===== src/rtl/vram_write_arbiter.sv =====
// vram_write_arbiter: owns VRAM write port A, sharing it between buffered
// CPU pixel writes and a rectangle-fill engine, one write per clock.
// Ports:
//   clk, RSTN (async active-low)
//   cpu_we/cpu_addr/cpu_data  -> CPU write strobe into a FIFO
//   cpu_full, cpu_ovf         <- FIFO full, sticky dropped-write flag
//   fill_start, fill_x/y/w/h, fill_color -> rectangle fill request
//   fill_abort (only with VRAM_FILL_ABORT_EN) -> stop a running fill
//   fill_busy, fill_done, fill_err <- fill engine status
//   vram_we/vram_addr/vram_data    <- registered VRAM port A write
// Optional feature macro: VRAM_FILL_ABORT_EN.
module vram_write_arbiter #(
  parameter int ADDR_W     = 13,
  parameter int DATA_W     = 12,
  parameter int COLS       = 80,
  parameter int ROWS       = 60,
  parameter int FIFO_DEPTH = 4
) (
  input  logic              clk,
  input  logic              RSTN,
  input  logic              cpu_we,
  input  logic [ADDR_W-1:0] cpu_addr,
  input  logic [DATA_W-1:0] cpu_data,
  output logic              cpu_full,
  output logic              cpu_ovf,
  input  logic              fill_start,
  input  logic [6:0]        fill_x,
  input  logic [5:0]        fill_y,
  input  logic [6:0]        fill_w,
  input  logic [5:0]        fill_h,
  input  logic [DATA_W-1:0] fill_color,
`ifdef VRAM_FILL_ABORT_EN
  input  logic              fill_abort,
`endif
  output logic              fill_busy,
  output logic              fill_done,
  output logic              fill_err,
  output logic              vram_we,
  output logic [ADDR_W-1:0] vram_addr,
  output logic [DATA_W-1:0] vram_data
);

  localparam int PW = $clog2(FIFO_DEPTH);
  localparam int CW = PW + 1;
  localparam logic [7:0] COLS8 = 8'(COLS);
  localparam logic [6:0] ROWS7 = 7'(ROWS);

  typedef struct packed {
    logic [ADDR_W-1:0] addr;
    logic [DATA_W-1:0] data;
  } wr_t;

  typedef enum logic [1:0] {
    S_IDLE,
    S_SETUP,
    S_RUN,
    S_DONE
  } state_e;

  // y*COLS as a shift-add over the set bits of COLS
  function automatic logic [ADDR_W-1:0] row_base(
    input logic [5:0] y
  );
    logic [ADDR_W-1:0] acc;
    acc = '0;
    for (int i = 0; i < 31; i++) begin
      if (((COLS >> i) & 1) != 0) begin
        acc = acc + (ADDR_W'(y) << i);
      end
    end
    return acc;
  endfunction

  logic abort;
`ifdef VRAM_FILL_ABORT_EN
  assign abort = fill_abort;
`else
  assign abort = 1'b0;
`endif

  // ---------------- CPU FIFO ----------------
  wr_t           mem_q [FIFO_DEPTH];
  logic [PW-1:0] wr_ptr_q, wr_ptr_d;
  logic [PW-1:0] rd_ptr_q, rd_ptr_d;
  logic [CW-1:0] cnt_q, cnt_d;
  logic          cpu_ovf_q, cpu_ovf_d;

  logic fifo_empty;
  logic push;
  logic mem_we;
  logic pop_mem;
  logic cpu_req;
  wr_t  cpu_in;
  wr_t  head;

  assign fifo_empty = (cnt_q == '0);
  assign cpu_full   = (cnt_q == CW'(FIFO_DEPTH));
  assign push       = cpu_we & ~cpu_full;
  assign cpu_in     = '{addr: cpu_addr, data: cpu_data};

  // An empty FIFO passes the incoming write straight through,
  // giving single-cycle latency.
  assign cpu_req = ~fifo_empty | cpu_we;
  assign head    = fifo_empty ? cpu_in : mem_q[rd_ptr_q];

  // ---------------- fill engine ----------------
  state_e            state_q, state_d;
  logic [6:0]        x_q, x_d;
  logic [5:0]        y_q, y_d;
  logic [6:0]        w_q, w_d;
  logic [5:0]        h_q, h_d;
  logic [6:0]        col_q, col_d;
  logic [6:0]        col_last_q, col_last_d;
  logic [ADDR_W-1:0] base_q, base_d;
  logic [DATA_W-1:0] color_q, color_d;
  logic              clip_q, clip_d;
  logic              fill_err_q, fill_err_d;

  logic [7:0]        room_x;
  logic [6:0]        room_y;
  logic [6:0]        w_clip;
  logic [5:0]        h_clip;
  logic              reject;
  logic              clipped;
  logic              fill_req;
  logic [ADDR_W-1:0] fill_addr;

  assign room_x  = COLS8 - {1'b0, x_q};
  assign room_y  = ROWS7 - {1'b0, y_q};
  assign reject  = ({1'b0, x_q} >= COLS8) |
                   ({1'b0, y_q} >= ROWS7) |
                   (w_q == '0) | (h_q == '0);
  assign w_clip  = ({1'b0, w_q} > room_x) ? 7'(room_x) : w_q;
  assign h_clip  = ({1'b0, h_q} > room_y) ? 6'(room_y) : h_q;
  assign clipped = (w_clip != w_q) | (h_clip != h_q);

  assign fill_req  = (state_q == S_RUN) & ~abort;
  assign fill_addr = base_q + ADDR_W'(col_q);

  // ---------------- arbiter ----------------
  logic ptr_q, ptr_d;
  logic cpu_gnt;
  logic fill_gnt;

  // ptr_q: 0 favours CPU, 1 favours FILL; flips only on contention
  assign cpu_gnt  = cpu_req & (~fill_req | ~ptr_q);
  assign fill_gnt = fill_req & (~cpu_req | ptr_q);
  assign ptr_d    = (cpu_req & fill_req) ? ~ptr_q : ptr_q;

  assign pop_mem = cpu_gnt & ~fifo_empty;
  assign mem_we  = push & ~(fifo_empty & cpu_gnt);

  always_comb begin
    wr_ptr_d  = wr_ptr_q;
    rd_ptr_d  = rd_ptr_q;
    cnt_d     = cnt_q;
    cpu_ovf_d = cpu_ovf_q | (cpu_we & cpu_full);
    if (mem_we) begin
      wr_ptr_d = wr_ptr_q + PW'(1);
    end
    if (pop_mem) begin
      rd_ptr_d = rd_ptr_q + PW'(1);
    end
    if (mem_we & ~pop_mem) begin
      cnt_d = cnt_q + CW'(1);
    end else if (~mem_we & pop_mem) begin
      cnt_d = cnt_q - CW'(1);
    end
  end

  always_ff @(posedge clk) begin
    if (mem_we) begin
      mem_q[wr_ptr_q] <= cpu_in;
    end
  end

  always_comb begin
    state_d    = state_q;
    x_d        = x_q;
    y_d        = y_q;
    w_d        = w_q;
    h_d        = h_q;
    col_d      = col_q;
    col_last_d = col_last_q;
    base_d     = base_q;
    color_d    = color_q;
    clip_d     = clip_q;
    fill_err_d = fill_err_q;
    unique case (state_q)
      S_IDLE: begin
        if (fill_start) begin
          x_d     = fill_x;
          y_d     = fill_y;
          w_d     = fill_w;
          h_d     = fill_h;
          color_d = fill_color;
          state_d = S_SETUP;
        end
      end
      S_SETUP: begin
        if (abort | reject) begin
          fill_err_d = 1'b1;
          state_d    = S_DONE;
        end else begin
          col_d      = x_q;
          col_last_d = x_q + w_clip - 7'd1;
          h_d        = h_clip;
          base_d     = row_base(y_q);
          clip_d     = clipped;
          state_d    = S_RUN;
        end
      end
      S_RUN: begin
        if (abort) begin
          fill_err_d = 1'b1;
          state_d    = S_DONE;
        end else if (fill_gnt) begin
          if (col_q == col_last_q) begin
            if (h_q == 6'd1) begin
              fill_err_d = clip_q;
              state_d    = S_DONE;
            end else begin
              h_d    = h_q - 6'd1;
              col_d  = x_q;
              base_d = base_q + ADDR_W'(COLS);
            end
          end else begin
            col_d = col_q + 7'd1;
          end
        end
      end
      S_DONE: begin
        state_d = S_IDLE;
      end
      default: begin
        state_d = S_IDLE;
      end
    endcase
  end

  // ---------------- output register ----------------
  logic              vram_we_q, vram_we_d;
  logic [ADDR_W-1:0] vram_addr_q, vram_addr_d;
  logic [DATA_W-1:0] vram_data_q, vram_data_d;

  always_comb begin
    vram_we_d   = cpu_gnt | fill_gnt;
    vram_addr_d = vram_addr_q;
    vram_data_d = vram_data_q;
    unique case (1'b1)
      cpu_gnt: begin
        vram_addr_d = head.addr;
        vram_data_d = head.data;
      end
      fill_gnt: begin
        vram_addr_d = fill_addr;
        vram_data_d = color_q;
      end
      default: begin
        vram_addr_d = vram_addr_q;
      end
    endcase
  end

  always_ff @(posedge clk or negedge RSTN) begin
    if (!RSTN) begin
      wr_ptr_q    <= '0;
      rd_ptr_q    <= '0;
      cnt_q       <= '0;
      cpu_ovf_q   <= 1'b0;
      ptr_q       <= 1'b0;
      state_q     <= S_IDLE;
      x_q         <= '0;
      y_q         <= '0;
      w_q         <= '0;
      h_q         <= '0;
      col_q       <= '0;
      col_last_q  <= '0;
      base_q      <= '0;
      color_q     <= '0;
      clip_q      <= 1'b0;
      fill_err_q  <= 1'b0;
      vram_we_q   <= 1'b0;
      vram_addr_q <= '0;
      vram_data_q <= '0;
    end else begin
      wr_ptr_q    <= wr_ptr_d;
      rd_ptr_q    <= rd_ptr_d;
      cnt_q       <= cnt_d;
      cpu_ovf_q   <= cpu_ovf_d;
      ptr_q       <= ptr_d;
      state_q     <= state_d;
      x_q         <= x_d;
      y_q         <= y_d;
      w_q         <= w_d;
      h_q         <= h_d;
      col_q       <= col_d;
      col_last_q  <= col_last_d;
      base_q      <= base_d;
      color_q     <= color_d;
      clip_q      <= clip_d;
      fill_err_q  <= fill_err_d;
      vram_we_q   <= vram_we_d;
      vram_addr_q <= vram_addr_d;
      vram_data_q <= vram_data_d;
    end
  end

  assign cpu_ovf   = cpu_ovf_q;
  assign fill_busy = (state_q != S_IDLE);
  assign fill_done = (state_q == S_DONE);
  assign fill_err  = fill_err_q;
  assign vram_we   = vram_we_q;
  assign vram_addr = vram_addr_q;
  assign vram_data = vram_data_q;

endmodule


===== config.mk =====
export PLATFORM = sky130hd
export DESIGN_NAME = vram_write_arbiter
export DESIGN_NICKNAME = d
export VERILOG_FILES = /design/src/rtl/vram_write_arbiter.sv
export SDC_FILE = /design/constraint.sdc
export NUM_CORES = 1
export LEC_CHECK = 0
export CAP_MARGIN = 20
export CORE_AREA = 4 4 226 140
export DETAILED_ROUTE_END_ITERATION = 10
export DIE_AREA = 0 0 230 144
export PLACE_DENSITY_LB_ADDON = 0.3
export SYNTH_ARGS = -nofsm -noshare
export SYNTH_HDL_FRONTEND = slang
export SYNTH_SLANG_ARGS = --single-unit

===== constraint.sdc =====
create_clock -name clk -period 8.83 [get_ports clk]
set_clock_uncertainty 0.15 [all_clocks]
set_input_delay 1.3245 -clock clk [delete_from_list [all_inputs] [get_ports clk]]
set_output_delay 1.3245 -clock clk [all_outputs]
set_load 0.01 [all_outputs]

After elaboration in Yosys (flattened, before gate mapping) --
Memory sizes are Yosys's and may differ from the RTL's. Cells that the tools add are included.
Storage, ports and cells: input port bits 67, logic and storage cells 135, RAM bits 100, bits in registers 104, memories 1
Memory list:
- mem_q | depth 4, width 25, read ports 1, clocked after Yosys merged registers in 0, wr ports 1, line 82 | wr_t mem_q [FIFO_DEPTH];
Cells by class: mux-type cells 38, equality and inequality tests 16, bitwise operators 28, $add $sub $neg 13, order comparisons 4, reduce and logical (&&, ||, !) cells 16
Operators with widths (number):
- two-way mux 13 bit | 6
- case mux 13 bit (2 select lines) | 2
- two-way mux 6 bit | 6
- two-way mux 7 bit | 5
- two-way mux 25 bit | 1
- case mux 12 bit (2 select lines) | 1
- case mux 6 bit (3 select lines) | 1
- case mux 7 bit (2 select lines) | 1
- adder 13 x 12 -> 13 bit | 1
- adder 13 x 7 -> 13 bit | 1
- adder 13 x 7 -> 13 bit, second input constant | 1
- AND 1 bit | 10
- AND reduction 5 bit | 2
- NOT 1 bit | 9
- bitwise OR 1 bit | 9
- greater-than comparator 7 x 8 -> 1 bit | 1
- two-way mux 2 bit | 4
- inequality test 2 bit, second input constant | 4
- case mux 2 bit (4 select lines) | 1
- AND reduction 4 bit | 2
- nonzero test 2 bit | 4
- subtractor 7 x 7 -> 8 bit, first input constant | 1
- adder 7 x 1 -> 7 bit, second input constant | 1
- adder 7 bit | 1
- 28 further kinds | 40

Logic depth before layout (Yosys ltp) --
word-level depth 11, mapped depth 21, gate-level depth less buffers 21

Worst setup path before layout --
No wires, ideal clock.
path type reg2reg, start point reg x_q[0], end point reg col_last_q[6], setup time 96 ps, path slack 4638 ps, stages on the path, launching flop included 21, arrival time 3946 ps, required time 8584 ps, buffers on the path 0, cells stage by stage dfrtp_1 inv_1 ha_1 nor3b_1 o21ai_0 xor2_1 ha_1 a21oi_1 nand2_1 nor3_1 nor2_2 mux2i_1 ha_1 inv_1 ha_1 a21oi_1 o211ai_1 a21oi_1 xnor2_1 nor3_1 o31ai_1
On the way: longest elaborated chain between the ends 6, elaborated cells on any way between the ends 11, those cells by class add/sub (3); order compare (2); mux (1); bitwise (4); reduce/logical (1)
RTL lines:
- start, declared | line 108 | logic [6:0] x_q, x_d;
- start signal, assigned | line 273 | x_q <= '0;
- start signal, assigned | line 293 | x_q <= x_d;
- branches (longest 6 deep; another with subtractor 7 x 7 -> 8 bit)
- end signal, assigned | line 298 | col_last_q <= col_last_d;
- end, declared | line 113 | logic [6:0] col_last_q, col_last_d;
Several ways; the timed one is not identified. A chain may end at the register's enable or synchronous reset.

Final worst setup path --
Ends and elaborated chain as after synthesis.

==> metrics.csv <==
stage,metric,value,unit
global_routing,grt_overflow,0,
placed_design,hpwl,17.6,mm
clocking,cts_buffer_depth,2,
drt,dr.pass1.iters,5,
yosys,yosys_warnings,0,
yosys,ys_seq_elements,200,
global_routing,antenna_found_initial,0,
yosys,synth_compound_area_share,9.69,%
clocking,cts_post_setup_buffers_inserted,0,
global_routing,grt_pass1_vias,7043,
setup_path,path_class,reg2reg,
sta,tightest_slew,0.950,ns
yosys,synthMuxAreaShare,10.3,%
sta,min_period,4.84,ns
power,p_int,3.07,mW
yosys,yosys_most_used_dff,edfxtp_1,
setup_path,cp_data_required_time,9.02,ns
power,sw_frac_of_total,42.7,%
drt,drt_wl_total,25.7,mm
yosys,synth_top_family_by_area,simple AND/OR/NAND/NOR gates,
setup_path,r2r_slack,3.99,ns
clocking,cts.sinks,200,
cells_and_area,area_delta_synth_final,19.9,%
power,pwr_density_cell,436,mW/mm²
hold_path,min_path_type,reg2reg,
setup_path,start_kind,flip-flop,
global_routing,grt_max_degree,71,
cells_and_area,diodes,0,
yosys,async_flop_share,50.0,%
cells_and_area,fin_nets,1083,
flow_run,maxCapViolations,0,
global_routing,grtUsageMet3,3.21,%
yosys,yosys.area.top_type,edfxtp_1,
floorplanning,dieArea,0.0331,mm²
clocking,cts-root-buf,clkbuf_16,
clocking,numCtsBuffers,17,
yosys,netlist_area,0.0102,mm²
global_routing,use_met1,23.9,%
power,ir_drop,0.000179,V
power,combPwrFrac,53.1,%
placed_design,io_buffers,97,
yosys,synth_top_area_share,29.3,%
drt,wl_per_cell,18.6,µm
yosys,ys_top_cells_by_area,"edfxtp_1 29%, dfrtp_1 24%, ha_1 5.9%, mux4_2 5.5%, nand2_1 4.2%",
sta,drv_slew,0,
yosys,synth_commonest_cells,"114 x nand2_1, 100 x dfrtp_1, 100 x edfxtp_1",
sta,hold_violations,0,
power,share_clk_of_total_power,15.2,%
floorplanning,fp.dieW,230,µm
placed_design,place_worst_setup_slack,4.03,ns
power,power.switching,2.28,mW
clocking,post_cts_resized,0,
sta,relSlewSlack,36.7,%
sta,finalSetupTns,0,ns
clocking,clk_pin_slew,0.08,ns
yosys,synth_adder_area_share,6.45,%
sta,fin_ws,3.99,ns
floorplanning,fp.dieH,144,µm
sta,setup_viol,0,
yosys,yosysMostFrequentCell,nand2_1,
yosys,ys_types,63,
global_routing,grt_util_all_layers,15.9,%
floorplanning,boundaryPins,98,
yosys,syn_nets,996,
clocking,htreeDepth,4,
placed_design,routabilityCongestion,0.847,
drt,drc,0,
floorplanning,core-area,0.0296,mm²
setup_path,crit_fanout,9,
drt,viasPerCell,5.11,
floorplanning,rows,49,
yosys,synthXorXnorAreaFrac,4.58,%
clocking,tritoncts,built,
power,p_seq_share,31.7,%
yosys,avgSynthCellArea,11.7,µm²
floorplanning,initial_core_util,34.6,%
yosys,synthSimpleGateAreaFrac,11.8,%
global_routing,grt_util_met2,24.0,%
global_routing,grt.busiest_layer,met2,
setup_path,endpoint_kind,flip-flop,
sta,period_share,54.9,%
drt,routed-via-count,7078,
cells_and_area,drive_above_1_share,11.8,%
cells_and_area,fillers,2827,
yosys,synth_edf_count,100,
sta,fmax,206,MHz
sta,rsz0062_at_grt,no,
drt,ant_nets,0,
clocking,worstSkewPairLatency,0.44,ns
global_routing,grt_pass1_wl,40.7,mm
power,power_leakage,4.73,nW
yosys,netlist_instances,878,
setup_path,arrival,5.03,ns
drt,drtIter0Drc,523,
yosys,ys_seq_area_share,53.8,%
run_status,run_status,"finished, final reports clean",
clocking,postCtsHoldBufs,0,
## metal layers
metal,wire [µm],up-vias
met5,0,-
met4,196,0
met3,1010,14
met2,11400,128
met1,13200,3564
li1,-,3372
## critical path, stage by stage, from the launching register on
cell and delay [ns]:
dfrtp_1 0.46, inv_1 0.13, ha_1 0.18, nor3b_1 0.40
o21ai_0 0.16, xor2_1 0.28, ha_1 0.33, a21oi_1 0.15
nand2_1 0.07, nor3_1 0.36, nor2_2 0.18, mux2i_1 0.16
ha_1 0.34, inv_1 0.05, ha_1 0.28, a21oi_1 0.25
o211ai_1 0.15, a21oi_1 0.19, xnor2_1 0.15, nor3_1 0.06
o31ai_1 0.22
## power groups by stage
stage | sequential (mW) | clock (mW) | combinational (mW)
after floorplan | 1.56 | 0 | 2.16
after global placement | 1.71 | 0 | 2.79
after detailed placement | 1.72 | 0 | 2.84
after CTS | 1.70 | 0.828 | 2.86
after global routing | 1.75 | 0.867 | 3.21
final | 1.70 | 0.811 | 2.84
## area by class of cell
type / instances / area, µm² / area share (%)
Sequential cell: 200 / 5510 / 44.8
Clock buffer: 22 / 518 / 4.22
Multi-Input combinational cell: 591 / 4410 / 35.9
Clock inverter: 10 / 100 / 0.815
Inverter: 46 / 173 / 1.41
Tap cell: 408 / 510 / 4.16
Timing Repair Buffer: 109 / 1060 / 8.62
## sequential cells by signal, indices dropped and copies added (netlist names)
signal      cells
vram_we         1
state_q         2
fill_err        1
cnt_q           3
ptr_q           1
base_q          9
y_q             6
x_q             7
rd_ptr_q        2
col_last_q      7
cpu_ovf         1
wr_ptr_q        2
color_q        12
h_q             6
col_q           7
vram_addr      13
clip_q          1
mem_q         100
w_q             7
vram_data      12
## path summary, 6_finish.rpt
path,from,to,cells after the start
worst max-delay path,x_q[0]$_DFFE_PN0P_,col_last_q[6]$_DFFE_PN0P_,20
worst max register to register,x_q[0]$_DFFE_PN0P_,col_last_q[6]$_DFFE_PN0P_,20
worst min register to register,cpu_ovf$_DFF_PN0_,cpu_ovf$_DFF_PN0_,1
max in group asynchronous,RSTN,rd_ptr_q[0]$_DFFE_PN0P_,2
worst min-delay path,cpu_ovf$_DFF_PN0_,cpu_ovf$_DFF_PN0_,1
min in group asynchronous,RSTN,vram_data[8]$_DFFE_PN0P_,1
## placed cells by master, fill, tap and decap left out, drive strengths merged, types with 6 or more instances in the layout
cell | synthesis | final
a21oi | 27 | 27
clkdlybuf4s50 | 0 | 96
o21ai | 82 | 82
and3 | 7 | 7
edfxtp | 100 | 100
nor2 | 24 | 24
mux2 | 36 | 36
buf | 14 | 13
ha | 48 | 48
mux4 | 25 | 25
dfrtp | 100 | 100
nand4 | 9 | 9
xor2 | 18 | 18
inv | 45 | 48
o31ai | 16 | 16
nand2 | 114 | 114
mux2i | 9 | 9
xnor2 | 33 | 33
clkinv | 1 | 8
nand3 | 39 | 39
nor3 | 19 | 19
clkbuf | 27 | 22
nor4 | 6 | 6
## cells by family after synthesis
family,after synthesis
xor+xnor,52
compound gates,165
fa+ha+maj,51
buf+inv,87
flops,200
simple gates,253
mux,70
## per-stage QoR
step                cell area [µm²]  total power [mW]  util [%]  instances  hold WS (ns)
finish                        12300              5.35      41.5       1386         0.325
CTS                           12300              5.38      41.5       1385         0.327
detailed placement            11700              4.55      39.4       1353         0.301
global placement              11700              4.50      39.4       1353         0.300
floorplan                     10200              3.72         -        878         0.316
global route                  12300              5.82      41.5       1386         0.350
(Power assumes the default switching activity.)
